File: src/rtl/mem_bus_arbiter_pkg.sv
// Shared definitions for the instruction/data memory bus arbiter.
// State encodings, bus widths and the fixed byte-lane mask used for fetches.
package mem_bus_arbiter_pkg;

  localparam int REG_BUS_W       = 32;
  localparam int INST_ADDR_BUS_W = 32;
  localparam int SEL_W           = 4;

  localparam logic [SEL_W-1:0] FETCH_SEL = 4'hF;

  typedef enum logic [1:0] {
    IDLE   = 2'd0,
    BUSY_I = 2'd1,
    BUSY_D = 2'd2
  } state_t;

endpackage

File: src/rtl/mem_bus_arbiter_bus_timeout_cnt.sv
// Counts cycles spent in a bus transaction.
// Flags expiry on the last permitted cycle (TIMEOUT-1).
module bus_timeout_cnt #(
  parameter int TIMEOUT = 16
) (
  input  logic clk,
  input  logic rst,
  input  logic clear,
  output logic expire
);

  localparam int W = $clog2(TIMEOUT);
  localparam logic [W-1:0] LAST = W'(TIMEOUT - 1);

  logic [W-1:0] cnt;

  always_ff @(posedge clk) begin
    if (!rst) begin
      cnt <= '0;
    end else if (clear) begin
      cnt <= '0;
    end else if (cnt != LAST) begin
      cnt <= cnt + 1'b1;
    end
  end

  assign expire = (cnt == LAST);

endmodule

File: src/rtl/mem_bus_arbiter.sv
// Arbitrates one memory port between instruction fetch and the MEM stage.
// Single outstanding transaction, data priority with fetch starvation guard, timeout and fetch flush.
module mem_bus_arbiter
  import mem_bus_arbiter_pkg::*;
#(
  parameter int STARVE_MAX = 4,
  parameter int TIMEOUT    = 16
) (
  input  logic                       clk,
  input  logic                       rst,
  input  logic                       flush,
  input  logic                       if_req,
  input  logic [INST_ADDR_BUS_W-1:0] if_addr,
  output logic [REG_BUS_W-1:0]       if_rdata,
  output logic                       if_ack,
  input  logic                       d_req,
  input  logic                       d_we,
  input  logic [SEL_W-1:0]           d_sel,
  input  logic [REG_BUS_W-1:0]       d_addr,
  input  logic [REG_BUS_W-1:0]       d_wdata,
  output logic [REG_BUS_W-1:0]       d_rdata,
  output logic                       d_ack,
  output logic                       m_cyc,
  output logic                       m_we,
  output logic [SEL_W-1:0]           m_sel,
  output logic [REG_BUS_W-1:0]       m_addr,
  output logic [REG_BUS_W-1:0]       m_wdata,
  input  logic [REG_BUS_W-1:0]       m_rdata,
  input  logic                       m_ack,
  output logic                       bus_err,
  output logic                       stallreq_if,
  output logic                       stallreq_mem
);

  localparam int SW = $clog2(STARVE_MAX + 1);
  localparam logic [SW-1:0] STARVE_LIM = SW'(STARVE_MAX);

  state_t        state;
  logic [SW-1:0] starve_cnt;
  logic          drop;
  logic          gap;
  logic          expire;
  logic          fetch_ok;
  logic          grant_d;
  logic          grant_i;
  logic          done;

  bus_timeout_cnt #(.TIMEOUT(TIMEOUT)) u_tmo (
    .clk    (clk),
    .rst    (rst),
    .clear  (state == IDLE),
    .expire (expire)
  );

  // gap forces one idle cycle after a completion so the requester can retire its req
  assign fetch_ok = if_req & ~flush;
  assign grant_d  = (state == IDLE) & ~gap & d_req & ((starve_cnt < STARVE_LIM) | ~fetch_ok);
  assign grant_i  = (state == IDLE) & ~gap & ~grant_d & fetch_ok;
  assign done     = m_ack | expire;

  assign stallreq_if  = if_req & ~if_ack;
  assign stallreq_mem = d_req & ~d_ack;

  // NOTE: all state here is sequential, so every assignment uses <= to avoid ordering races.
  always_ff @(posedge clk) begin
    if (!rst) begin
      state      <= IDLE;
      starve_cnt <= '0;
      drop       <= 1'b0;
      gap        <= 1'b0;
      m_cyc      <= 1'b0;
      m_we       <= 1'b0;
      m_sel      <= '0;
      m_addr     <= '0;
      m_wdata    <= '0;
      if_ack     <= 1'b0;
      if_rdata   <= '0;
      d_ack      <= 1'b0;
      d_rdata    <= '0;
      bus_err    <= 1'b0;
    end else begin
      if_ack  <= 1'b0;
      d_ack   <= 1'b0;
      bus_err <= 1'b0;
      gap     <= 1'b0;

      if (!if_req || grant_i) begin
        starve_cnt <= '0;
      end else if (grant_d && fetch_ok && starve_cnt != STARVE_LIM) begin
        starve_cnt <= starve_cnt + 1'b1;
      end

      case (state)
        IDLE: begin
          if (grant_d) begin
            m_cyc   <= 1'b1;
            m_we    <= d_we;
            m_sel   <= d_sel;
            m_addr  <= d_addr;
            m_wdata <= d_wdata;
            state   <= BUSY_D;
          end else if (grant_i) begin
            m_cyc   <= 1'b1;
            m_we    <= 1'b0;
            m_sel   <= FETCH_SEL;
            m_addr  <= if_addr;
            m_wdata <= '0;
            drop    <= 1'b0;
            state   <= BUSY_I;
          end
        end

        BUSY_I: begin
          if (done) begin
            m_cyc <= 1'b0;
            drop  <= 1'b0;
            gap   <= 1'b1;
            state <= IDLE;
            // a flush arriving on the completion edge discards this result as well
            if (!(drop || flush)) begin
              if_ack   <= 1'b1;
              if_rdata <= m_ack ? m_rdata : '0;
              bus_err  <= ~m_ack;
            end
          end else if (flush) begin
            drop <= 1'b1;
          end
        end

        BUSY_D: begin
          if (done) begin
            m_cyc   <= 1'b0;
            gap     <= 1'b1;
            state   <= IDLE;
            d_ack   <= 1'b1;
            d_rdata <= (m_ack && !m_we) ? m_rdata : '0;
            bus_err <= ~m_ack;
          end
        end

        default: state <= IDLE;
      endcase
    end
  end

endmodule

File: config.mk
export PLATFORM = sky130hd
export DESIGN_NAME = mem_bus_arbiter
export DESIGN_NICKNAME = d
export VERILOG_FILES = /design/src/rtl/mem_bus_arbiter_pkg.sv /design/src/rtl/mem_bus_arbiter_bus_timeout_cnt.sv /design/src/rtl/mem_bus_arbiter.sv
export SDC_FILE = /design/constraint.sdc
export NUM_CORES = 1
export LEC_CHECK = 0
export CAP_MARGIN = 20
export CORE_ASPECT_RATIO = 0.8
export CORE_UTILIZATION = 40
export DETAILED_ROUTE_END_ITERATION = 8
export PLACE_DENSITY_LB_ADDON = 0.05
export SLEW_MARGIN = 20
export SYNTH_ARGS = -nofsm -noshare
export SYNTH_HDL_FRONTEND = slang
export SYNTH_HIERARCHICAL = 1
export SYNTH_SLANG_ARGS = --single-unit
File: constraint.sdc
create_clock -name clk -period 2.33 [get_ports clk]
set_input_delay 0.3495 -clock clk [delete_from_list [all_inputs] [get_ports clk]]
set_output_delay 0.3495 -clock clk [all_outputs]
set_load 0.02 [all_outputs]
# --- Word-level counts from Yosys, hierarchy flattened ---
# Cells that the tools add are included.
# Widths: inputs -> output; s select.
classes:
  shift: 0
  reduce_logical: 23
  mux: 28
  div_mod_pow: 0
  n_bitwise: 19
  add_sub_neg: 2
  multipliers: 0
  order_cmp: 1
  eq_ne: 10
ops:
  columns: ["op", "n"]
  rows:
  - ["$mux 32", 6]
  - ["$mux 1", 13]
  - ["$reduce_and 2->1", 5]
  - ["$ne 3x3->1 const B", 3]
  - ["$not 1->1", 9]
  - ["$reduce_and 3->1", 3]
  - ["$and 1x1->1", 8]
  - ["$mux 4", 2]
  - ["$mux 2", 3]
  - ["$pmux 1 s2", 3]
  - ["$reduce_bool 2->1", 3]
  - ["$reduce_or 2->1", 3]
  - ["$add 4x1->4 const B", 1]
  - ["$eq 4x4->1 const B", 1]
  - ["$ne 2x2->1 const B", 2]
  - ["$ne 4x4->1 const B", 1]
  - ["$pmux 2 s2", 1]
  - ["$reduce_and 4->1", 1]
  - ["$add 3x1->3 const B", 1]
  - ["$logic_and 1x1->1", 3]
  - ["$lt 3x3->1 const B", 1]
  - ["$eq 2x1->1 const B", 1]
  - ["$eq 2x2->1 const B", 1]
  - ["$logic_not 1->1", 2]
  - ["4 further kinds", 6]
totals:
  rom_bits: 0
  word_cells: 98
  latch_bits: 0
  output_inout_bits: 139
  register_bits: 148
  mem_count: 0
  mem_bits_rw: 0

# --- Logic depth before layout (Yosys ltp) ---
# Gate-level depths: netlist of the first run.
logic_depth:
  depth_word: 11
  depth_mapped: 9
  ltp_nobuf: 6

# --- Cells and area by module ---
# The synthesis of the first run kept the hierarchy.
modules_own_cells:
  columns: ["module", "cells_each", "area_per_inst_um2", "n_inst", "seq_area_each_um2"]
  rows:
  - ["mem_bus_arbiter", 554, 5360.1, 1, 2882.8]
  - ["bus_timeout_cnt", 20, 209.0, 1, 80.1]

# --- Least setup slack after synthesis of the first run ---
# Ideal clock, no wire load.
synth_timing:
  kind: "register to register"
  start: "register state[0]"
  end: "register m_wdata[11]"
  n_path_buf: 3
  required_ns: 2.195
  setup_slack_ns: 0.600
  synth_period_minus_slack_ns: 1.730
  arrival_time_ns: 1.595
  stages_incl_launch_ff: 10
  setup_ns: 0.135
  path_cell_list: "dfxtp_1 > inv_1 > ha_1 > nor2b_4 > and3_1 > buf_4 > buf_6 > buf_12 > a22oi_2 > nor2_2"
synth_between:
  elab_chain_len: 9
  elab_cells_between_ends: 10
  cone_classes: "mux: 1; bitwise: 6; reduce/logical: 3"
synth_rtl:
  columns: ["item", "line_no", "source"]
  rows:
  - ["from (decl)", "mem_bus_arbiter.sv:38", "state_t state;"]
  - ["from (signal assigned)", "mem_bus_arbiter.sv:67", "state <= IDLE;"]
  - ["from (signal assigned)", "mem_bus_arbiter.sv:101", "state <= BUSY_D;"]
  - ["from (signal assigned)", "mem_bus_arbiter.sv:109", "state <= BUSY_I;"]
  - ["$logic_not 2->1 (*)", "mem_bus_arbiter.sv:57, mem_bus_arbiter.sv:58, mem_bus_arbiter.sv:93", null]
  - ["$and 1x1->1", "mem_bus_arbiter.sv:57, mem_bus_arbiter.sv:58", null]
  - ["$and 1x1->1 (2 in series)", "mem_bus_arbiter.sv:57", "assign grant_d = (state == IDLE) & ~gap & d_req & ((starve_cnt < STARVE_LIM) | ~fetch_ok);"]
  - ["$not 1->1", "mem_bus_arbiter.sv:58", "assign grant_i = (state == IDLE) & ~gap & ~grant_d & fetch_ok;"]
  - ["$and 1x1->1 (2 in series)", "mem_bus_arbiter.sv:58", null]
  - ["$reduce_bool 2->1 (no source line)", null, null]
  - ["$reduce_and 2->1 (no source line)", null, null]
  - ["to (signal assigned)", "mem_bus_arbiter.sv:100", "m_wdata <= d_wdata;"]
  - ["to (decl)", "mem_bus_arbiter.sv:27", "output logic [REG_BUS_W-1:0] m_wdata,"]
# Every way passes the cells marked *; elsewhere a longest branch is shown, timed or not.
# A chain may end at the register's enable or synchronous reset.

# --- Worst setup path in the final report of the first run ---
layout_timing:
  start: "input if_req"
  end: "output stallreq_if"
layout_between:
  elab_chain_len: 1
layout_rtl:
  columns: ["item", "line_no", "source"]
  rows:
  - ["from (decl)", "mem_bus_arbiter.sv:12", "input logic if_req,"]
  - ["$and 1x1->1", "mem_bus_arbiter.sv:61", "assign stallreq_if = if_req & ~if_ack;"]
  - ["to (decl)", "mem_bus_arbiter.sv:31", "output logic stallreq_if,"]
# Every way passes these cells.

==> qor.yml, run 1 <==
die_y_um: 108
ys_ff_latch: 148
initial_core_util_pct: 41.1
grt_overflow: 0
final_nets: 986
wire_per_inst_um: 16.5
synth_commonest_cells: "dfxtp_1, a21oi_1, nor2_1"
cts_buffers: 17
coreArea_mm2: 0.0136
port_buffers: 277
synth-main-ff-cell: "dfxtp_1"
worstPathRequired_ns: 1.98
r2r_slack_ns: 0.39
fin_worst_skew_ns: 0.00909
die_width_um: 134
syn-num-nets: 720
yosysSeqAreaShare_pct: 53.2
power.density_cell_area_mw_per_mm2: 787
cts_tree: "built"
switchingPower_mw: 1.93
cp_top_family: "buffers and inverters"
clkPwrFrac_pct: 39.7
slowest_stage: "clkdlybuf4s50_1"
globalplace.congestion: 0.813
cts-root-buf: "clkbuf_16"
clk_pin_slew_ns: 0.06
fin_crit_ns: 2.03
hold_path_startpoint: "drop"
crit_arrival_ns: 1.68
drv_slew: 0
hold_path_class: "reg2reg"
p_leak_nw: 3.38
r2r-end: "m_wdata[25]"
grt_pass1_wl_um: 26600
antenna_found_initial: 0
drive_above_1_share_pct: 11.3
synth_edf_count: 0
area_growth_pct: 63.3
fin_setup_tns_ns: 0
cts_resized: 0
grt_pass1_vias: 5260
run_status: "finished clean"
slew_headroom_pct: 72.2
dp_hpwl_um: 11900
clock_sinks: 148
rsz0062_at_grt: "false"
placementRows: 38
cts_max_level: 4
max_freq_mhz: 494
cts_hold_buffers: 0
synth_area_per_cell_um2: 9.70
hold_violations: 0
cp_common_cell: "clkdlybuf4s50_1"
synthTopCellsByArea: "dfxtp_1, a21oi_1, a22oi_1"
hold_path_end: "drop"
yosysWarnings: 6
wl_um: 17000
ir_drop_mv: 0.604
syn_area_mm2: 0.00557
yosysTopAreaCell: "dfxtp_1"
grt_usage_pct: 23.7
min_path_cells: 2
power_frac_comb_pct: 21.0
postRouteAntennaNets: 0
synth_most_common_cell: "dfxtp_1"
cap_viol_max_count: 0
cp-startpoint: "if_req"
dieArea_mm2: 0.0144
synth.top_cell.area_share_pct: 53.2
synth-async-reset-ratio_pct: 0
whs_ns: 0.467
worst-path-max-fanout: 4
antenna_cells: 0
r2r_cells: 7
min_period_over_period_pct: 87.0
slowest_delay_ns: 0.61
synthCells: 574
avgViaCountPerCell: 5.14
drt_first_iter_violations: 321
crit_buf_inv: 2
worst_setup_path_end_kind: "output port"
worst_setup_path_start_kind: "input pin"
tightest_slew_ns: 0.415
p_sw_share_pct: 26.9
r2r_start: "state[1]"
cts_setup_buffers: 0
criticalPathCategory: "in2out"
clk_latency_ns: 0.41
ios: 278
grt_start_max_net_pins: 44
p_seq_share_pct: 39.3
dr.pass1.iters: 6
drc: 0
setup-violations-final: 0
crit_chain: "clkdlybuf4s50_1 -> nor2b_1 -> clkdlybuf4s50_1"
vias: 5300
internal_power_mw: 5.24
ys_types: 43
cts_buffer_depth: 2
[through the flow]
step                power [mW]  utilization (%)  setup slack, ns  std cells  instance area [um^2]
floorplan                 3.64                -            0.600        574                  5570
global placement          4.34             62.6            0.313       1001                  8480
detailed placement        4.37             62.6            0.312       1001                  8480
CTS                       7.23             67.1            0.298       1032                  9090
global route              7.47             67.1            0.174       1032                  9090
finish                    7.16             67.1            0.304       1032                  9090
[placed cells by master, fill, tap and decap left out, types with 13 or more instances in the layout]
cell / n
clkdlybuf4s50_1: 277
dfxtp_1: 148
a21oi_1: 70
nor2_1: 59
a22oi_1: 45
nand2_1: 42
a22o_1: 32
o21ai_0: 28
a22oi_2: 20
nor2_2: 20
clkbuf_16: 17
buf_4: 13
[per-layer routing]
metal	global-route usage [%]	vias to the layer above	part of all wire (%)	routed length [um]
met5	0	-	0	0
met4	9.50	0	2.2	382
met3	7.63	28	8.0	1360
met2	40.7	220	50	8420
met1	27.4	2473	40	6840
li1	-	2579	-	-
[sequential cells by signal, summed over array words and instances, names as in the netlist, 2 cells and up]
| name | flops |
|---|---|
| d_rdata | 32 |
| if_rdata | 32 |
| m_addr | 32 |
| m_sel | 4 |
| m_wdata | 32 |
| starve_cnt | 3 |
| state | 2 |
| u_tmo/cnt | 4 |
[power groups by stage]
stage | Combinational [mW] | Clock, mW | Sequential (mW)
CTS | 1.51 | 2.90 | 2.82
global route | 1.61 | 3.03 | 2.83
global placement | 1.48 | 0 | 2.86
detailed placement | 1.50 | 0 | 2.86
finish | 1.50 | 2.84 | 2.82
floorplan | 0.575 | 0 | 3.07
[final cells by class]
| class | instances | area, um^2 |
|---|---|---|
| Tap cell | 180 | 225 |
| Sequential cell | 148 | 2960 |
| Fill cell | 1034 | 4460 |
| Timing Repair Buffer | 293 | 2930 |
| Inverter | 5 | 18.8 |
| Clock inverter | 12 | 181 |
| Multi-Input combinational cell | 375 | 2340 |
| Clock buffer | 19 | 433 |
[logic make-up (layout without fill, tap and decap cells)]
logic type | after synthesis | in the layout | synth area share, %
flops | 148 | 148 | 53.2
compound gates | 214 | 214 | 26.9
fa+ha+maj | 7 | 7 | 1.57
mux | 2 | 2 | 0.359
buf+inv | 51 | 329 | 5.06
simple gates | 152 | 152 | 12.9
[worst max-delay path by stage]
stage / end / slack (ns) / cells past startpoint
floorplan: m_wdata[11] / 0.60 / 9
finish: stallreq_if / 0.30 / 3
CTS: stallreq_if / 0.30 / 3
detailed placement: stallreq_if / 0.31 / 3
global placement: stallreq_if / 0.31 / 3
global route: m_wdata[23] / 0.17 / 7
[worst min-delay path, cell delays in order, from the launching register on]
cell     delay [ns]
dfxtp_1        0.31
nand2_1        0.05
mux2i_1        0.05
(Power assumes the default switching activity.)
==> inputs of run 2 (changes only) <==
CORE_UTILIZATION = 45   (was 40)
DONT_BUFFER_PORTS = 1   (was default)
clock period = 2.3 ns   (was 2.33 ns; I/O delays follow)
==> run 2 against run 1 <==
  * Total power decreased by 10%
  * Via count decreased by 20%
  * First-iteration DRC count decreased by 27%
  * Count of clock-buffer cells in the layout unchanged
  * Worst hold slack got worse by 0.40 ns
  * Clock skew about the same
  * Clock power decreased by 5%
  * Register-to-register slack got worse by 0.15 ns
  * Global-route usage decreased by 2.2 points
  * Utilization decreased by 15 points
  * Critical path type is now reg2reg
==> qor.yml, run 2 (same netlist as run 1, synthesis figures left out) <==
tightest_slew_ns: 0.650  # was 0.415 ns
port_buffers: 0  # was 277
final_util_pct: 52.5  # was 67.1%
hold_path_startpoint: "m_rdata[0]"  # was drop
fill_cells: 1050  # was 1,034
antenna_cells: 0  # unchanged
p_sw_share_pct: 28.3  # was 26.9%
grt_pass1_wl_um: 21600  # was 26,600 um
clk_pin_slew_ns: 0.06  # about the same
worstPathRequired_ns: 2.63  # was 1.98 ns
switchingPower_mw: 1.83  # was 1.93 mW
cts_resized: 0  # unchanged
cp_common_cell: "a21oi_1"  # was clkdlybuf4s50_1
clkPwrFrac_pct: 41.7  # was 39.7%
worst_setup_path_end_kind: "flop"  # was output port
die_width_um: 126  # was 134 um
postRouteAntennaNets: 0  # unchanged
clk_latency_ns: 0.40  # was 0.41 ns
initial_core_util_pct: 47.3  # was 41.1%
r2r_cells: 7  # unchanged
drive_above_1_share_pct: 16.0  # was 11.3%
cts_setup_buffers: 0  # unchanged
area_growth_pct: 11.1  # was 63.3%
max_freq_mhz: 486
wire_per_inst_um: 19.8  # was 16.5 um
die_y_um: 102  # was 108 um
wl_um: 14200  # was 17,000 um
ios: 278  # unchanged
rsz0062_at_grt: "false"  # unchanged
slowest_stage: "and3_2"  # was clkdlybuf4s50_1
setup-violations-final: 0  # unchanged
cts_tree: "built"  # unchanged
fin_crit_ns: 2.06
crit_arrival_ns: 2.39  # was 1.68 ns
criticalPathCategory: "reg2reg"  # was in2out
dieArea_mm2: 0.0128  # was 0.0144 mm^2
cp-startpoint: "state[0]"  # was if_req
r2r_slack_ns: 0.24  # was 0.39 ns
fin_worst_skew_ns: 0.00951  # was 0.00909 ns
p_leak_nw: 2.30  # was 3.38 nW
cts_max_level: 4  # unchanged
ir_drop_mv: 0.606  # was 0.604 mV
slowest_delay_ns: 0.40  # was 0.61 ns
run_status: "finished clean"  # unchanged
min_path_cells: 1  # was 2
dp_slack_ns: 0.187  # was 0.312 ns
cts_hold_buffers: 0  # unchanged
worst-path-max-fanout: 44  # was 4
mostFrequentLayoutCells: "dfxtp_1, a21oi_1, nor2_1, a22oi_1, nand2_1"  # was clkdlybuf4s50_1, dfxtp_1, a21oi_1, nor2_1, a22oi_1
hold_violations: 0  # unchanged
final_common_cell: "dfxtp_1"  # was clkdlybuf4s50_1
r2r_start: "state[0]"  # was state[1]
hold_path_end: "d_rdata[0]"  # was drop
p_seq_share_pct: 48.1  # was 39.3%
internal_power_mw: 4.62  # was 5.24 mW
drt_first_iter_violations: 233  # was 321
fin_setup_tns_ns: 0  # unchanged
antenna_found_initial: 0  # unchanged
grt_overflow: 0  # unchanged
power.density_cell_area_mw_per_mm2: 1040  # was 787 mW/mm^2
drc: 0  # unchanged
total_power_mw: 6.45  # was 7.16 mW
grt_pass1_vias: 4039  # was 5,260
cts-root-buf: "clkbuf_16"  # unchanged
r2r-end: "m_addr[2]"  # was m_wdata[25]
vias: 4232  # was 5,300
power_frac_comb_pct: 10.2  # was 21.0%
avgViaCountPerCell: 5.90  # was 5.14
dr.pass1.iters: 5  # was 6
globalplace.congestion: 0.804  # was 0.813
hold_path_class: "in2reg"  # was reg2reg
slew_headroom_pct: 56.5  # was 72.2%
crit_chain: "inv_1 -> ha_1 -> nor2b_4 -> and3_2 -> buf_12 -> a21oi_1 -> a21oi_1"  # was clkdlybuf4s50_1 -> nor2b_1 -> clkdlybuf4s50_1
worst_setup_path_start_kind: "flop"  # was input pin
worst_slack_ns: 0.241  # was 0.304 ns
cts_buffer_depth: 2  # unchanged
min_period_over_period_pct: 89.5
cap_viol_max_count: 0  # unchanged
coreArea_mm2: 0.0118  # was 0.0136 mm^2
grt_usage_pct: 21.6  # was 23.7%
clock_sinks: 148  # unchanged
dp_hpwl_um: 9900  # was 11,900 um
drv_slew: 0  # unchanged
whs_ns: 0.0657  # was 0.467 ns
cts_buffers: 17  # unchanged
grt_start_max_net_pins: 45  # was 44
placementRows: 35  # was 38
final_nets: 703  # was 986
run 2: cell types whose count changed in the layout (fill, tap and decap cells not counted), sizes merged:
cell,delta
buf,-7
clkdlybuf4s50,-277
bufinv,-2
clkinv,+2
dlygate4sd3,+1
run 2: worst max-delay path by stage:
stage,to,slack (ns)
after global placement,m_addr[4],0.28
after global routing,m_addr[7],0.06
final,m_addr[2],0.24
after detailed placement,if_rdata[12],0.19
after floorplan,m_wdata[11],0.57
after CTS,if_rdata[12],0.19
run 2: layer usage:
layer	track usage [%]	vias up	wire length, um
met5	0	-	0
met4	9.27	0	145
met3	7.92	10	1220
met2	35.7	192	7030
met1	25.5	2007	5790
li1	-	2023	-
run 2: worst max-delay path: cells and delay by family, from the launching register on:
kind	cells	cell delay, ns
buffers and inverters	2	0.39
flip-flops	1	0.33
AO/OA/AOI/OAI	2	0.26
AND/OR/NAND/NOR	2	0.69
adder cells (fa/ha/maj)	1	0.30
run 2: through the flow:
step | instance area [um^2] | cells
after detailed placement | 5600 | 685
after global routing | 6190 | 717
after global placement | 5600 | 685
after CTS | 6180 | 716
after floorplan | 5570 | 574
final | 6190 | 717
run 2: area by class of cell:
| cell class | count | area (um^2) | share of cell area (%) |
|---|---|---|---|
| Sequential cell | 148 | 2960 | 47.9 |
| Clock buffer | 19 | 443 | 7.16 |
| Tap cell | 148 | 185 | 2.99 |
| Inverter | 5 | 18.8 | 0.303 |
| Clock inverter | 12 | 131 | 2.12 |
| Multi-Input combinational cell | 375 | 2340 | 37.9 |
| Timing Repair Buffer | 10 | 103 | 1.66 |
run 2: power groups by stage:
stage / Clock (mW) / Sequential, mW / Combinational, mW
2_1_floorplan: 0 / 3.11 / 0.582
3_3_place_gp: 0 / 3.16 / 0.638
4_1_cts: 2.75 / 3.10 / 0.660
5_1_grt: 2.87 / 3.12 / 0.734
3_5_place_dp: 0 / 3.16 / 0.660
6_report: 2.69 / 3.10 / 0.656
==> inputs of run 3 (changes only) <==
REMOVE_ABC_BUFFERS = 1   (was default)
==> run 3 against run 2 <==
  * Sequential cell count unchanged
  * Worst hold slack worse by 0.010 ns
  * Count of clock-buffer cells in the layout down 2
  * Critical path type unchanged
  * Largest cell class unchanged
==> qor.yml, run 3 (same netlist as run 1, synthesis figures left out) <==
run_status: "finished clean"  # unchanged
area_growth_pct: 11.8  # was 11.1%
postRouteAntennaNets: 0  # unchanged
max_freq_mhz: 488  # was 486 MHz
grt_usage_pct: 22.1  # was 21.6%
final_nets: 704  # was 703
cp_top_family: "simple AND/OR/NAND/NOR gates"  # unchanged
dieArea_mm2: 0.0128  # unchanged
worst_setup_path_end_kind: "flop"  # unchanged
cts_setup_buffers: 0  # unchanged
clk_latency_ns: 0.41  # was 0.40 ns
grt_start_max_net_pins: 57  # was 45
cts_tree: "built"  # unchanged
antenna_cells: 0  # unchanged
dp_slack_ns: 0.246  # was 0.187 ns
initial_core_util_pct: 47.3  # unchanged
placementRows: 35  # unchanged
cts_resized: 0  # unchanged
whs_ns: 0.0555  # was 0.0657 ns
dp_hpwl_um: 9930  # was 9900 um
mostFrequentLayoutCells: "dfxtp_1, a21oi_1, nor2_1, a22oi_1, nand2_1"  # unchanged
cts_max_level: 4  # unchanged
fin_crit_ns: 2.05  # was 2.06 ns
worst_setup_path_start_kind: "flop"  # unchanged
drc: 0  # unchanged
cp-startpoint: "state[0]"  # unchanged
multi_input_area_mm2: 0.00234  # unchanged
globalplace.congestion: 0.813  # was 0.804
final_util_pct: 52.8  # was 52.5%
worst_slack_ns: 0.249  # was 0.241 ns
vias: 4242  # was 4,232
setup-violations-final: 0  # unchanged
cts_buffers: 17  # unchanged
avgViaCountPerCell: 5.90  # about the same
tightest_slew_ns: 0.645  # was 0.650 ns
dr.pass1.iters: 7  # was 5
clock_sinks: 148  # unchanged
hold_path_startpoint: "m_rdata[4]"  # was m_rdata[0]
grt_overflow: 0  # unchanged
coreArea_mm2: 0.0118  # unchanged
fin_worst_skew_ns: 0.0113  # was 0.00951 ns
cap_viol_max_count: 0  # unchanged
fill_cells: 1057  # was 1,050
cp_common_cell: "a21oi_1"  # unchanged
placed_area_mm2: 0.00562  # was 0.00560 mm^2
stdcell_count: 719  # was 717
wl_um: 14600  # was 14,200 um
min_period_over_period_pct: 89.2  # was 89.5%
slowest_delay_ns: 0.42  # was 0.40 ns
ir_drop_mv: 0.537  # was 0.606 mV
r2r_start: "state[0]"  # unchanged
hold_path_class: "in2reg"  # unchanged
criticalPathCategory: "reg2reg"  # unchanged
crit_buf_inv: 2  # unchanged
p_leak_nw: 2.33  # was 2.30 nW
worst-path-max-fanout: 14  # was 44
ios: 278  # unchanged
wire_per_inst_um: 20.3  # was 19.8 um
slowest_stage: "and3_2"  # unchanged
grt_pass1_wl_um: 21800  # was 21,600 um
cts_hold_buffers: 1  # was 0
crit_arrival_ns: 2.38  # was 2.39 ns
dpl.cell_count: 686  # was 685
cts_buffer_depth: 2  # unchanged
crit_chain: "inv_1 -> ha_1 -> nor2b_4 -> and3_2 -> buf_4 -> a21oi_1 -> a21oi_1"  # was inv_1 -> ha_1 -> nor2b_4 -> and3_2 -> buf_12 -> a21oi_1 -> a21oi_1
seqCellArea_mm2: 0.00296  # unchanged
die_width_um: 126  # unchanged
clk_pin_slew_ns: 0.07  # was 0.06 ns
drt_first_iter_violations: 272  # was 233
antenna_found_initial: 0  # unchanged
worstPathRequired_ns: 2.63  # about the same
drive_above_1_share_pct: 16.5  # was 16.0%
rsz0062_at_grt: "false"  # unchanged
grt_pass1_vias: 4033  # was 4,039
hold_violations: 0  # unchanged
drv_slew: 0  # unchanged
slew_headroom_pct: 57.0  # was 56.5%
final_common_cell: "dfxtp_1"  # unchanged
power.density_cell_area_mw_per_mm2: 1050  # was 1040 mW/mm^2
postLayoutCellArea_mm2: 0.00622  # was 0.00619 mm^2
die_y_um: 102  # unchanged
port_buffers: 0  # unchanged
cts-root-buf: "clkbuf_16"  # unchanged
[run 3: changes by cell type in the layout (fill, tap and decap cells not counted)]
cell,before,now
buf_12,2,3
clkbuf_1,1,0
clkbuf_8,1,0
clkinv_2,3,2
clkinv_4,2,1
clkinvlp_4,4,2
inv_6,1,7
inv_8,0,1
[run 3: where the power goes]
group | internal, mW | leakage, nW | total, mW | switching, mW
clock | 1.63 | 0.288 | 2.78 | 1.15
combinational | 0.257 | 0.836 | 0.666 | 0.410
sequential | 2.75 | 1.21 | 3.10 | 0.352
total | 4.63 | 2.33 | 6.55 | 1.92
[run 3: stage by stage]
step | setup TNS [ns] | power (mW)
after global routing | 0 | 6.82
after global placement | 0 | 3.80
after detailed placement | 0 | 3.82
after floorplan | -99.07 | 3.62
final | 0 | 6.55
after CTS | 0 | 6.60
[run 3: path summary, 6_finish.rpt]
path / end / slack, ns / cells past startpoint
max: m_addr[30] / 0.25 / 7
max reg2reg: m_addr[30] / 0.25 / 7
min: d_rdata[4] / 0.06 / 1
min reg2reg: starve_cnt[1] / 0.48 / 2
[run 3: final cells by class]
cell class              count  area share, %
clock buffers              17           6.83
clock inverters            15           2.67
inverters                   5          0.302
multi-input cells         375           37.6
flip-flops and latches    148           47.6
well taps                 148           2.97
repair buffers             11           1.97
[run 3: metal layers]
metal  wire, um  GRT usage [%]
met5          0              0
met2       7080           36.3
met1       6190           25.8
met4        116           7.69
met3       1200           9.98
[run 3: worst register-to-register path: stages (launching register included)]
cell	delay, ns
dfxtp_1	0.33
inv_1	0.10
ha_1	0.31
nor2b_4	0.29
and3_2	0.42
buf_4	0.27
a21oi_1	0.09
a21oi_1	0.16
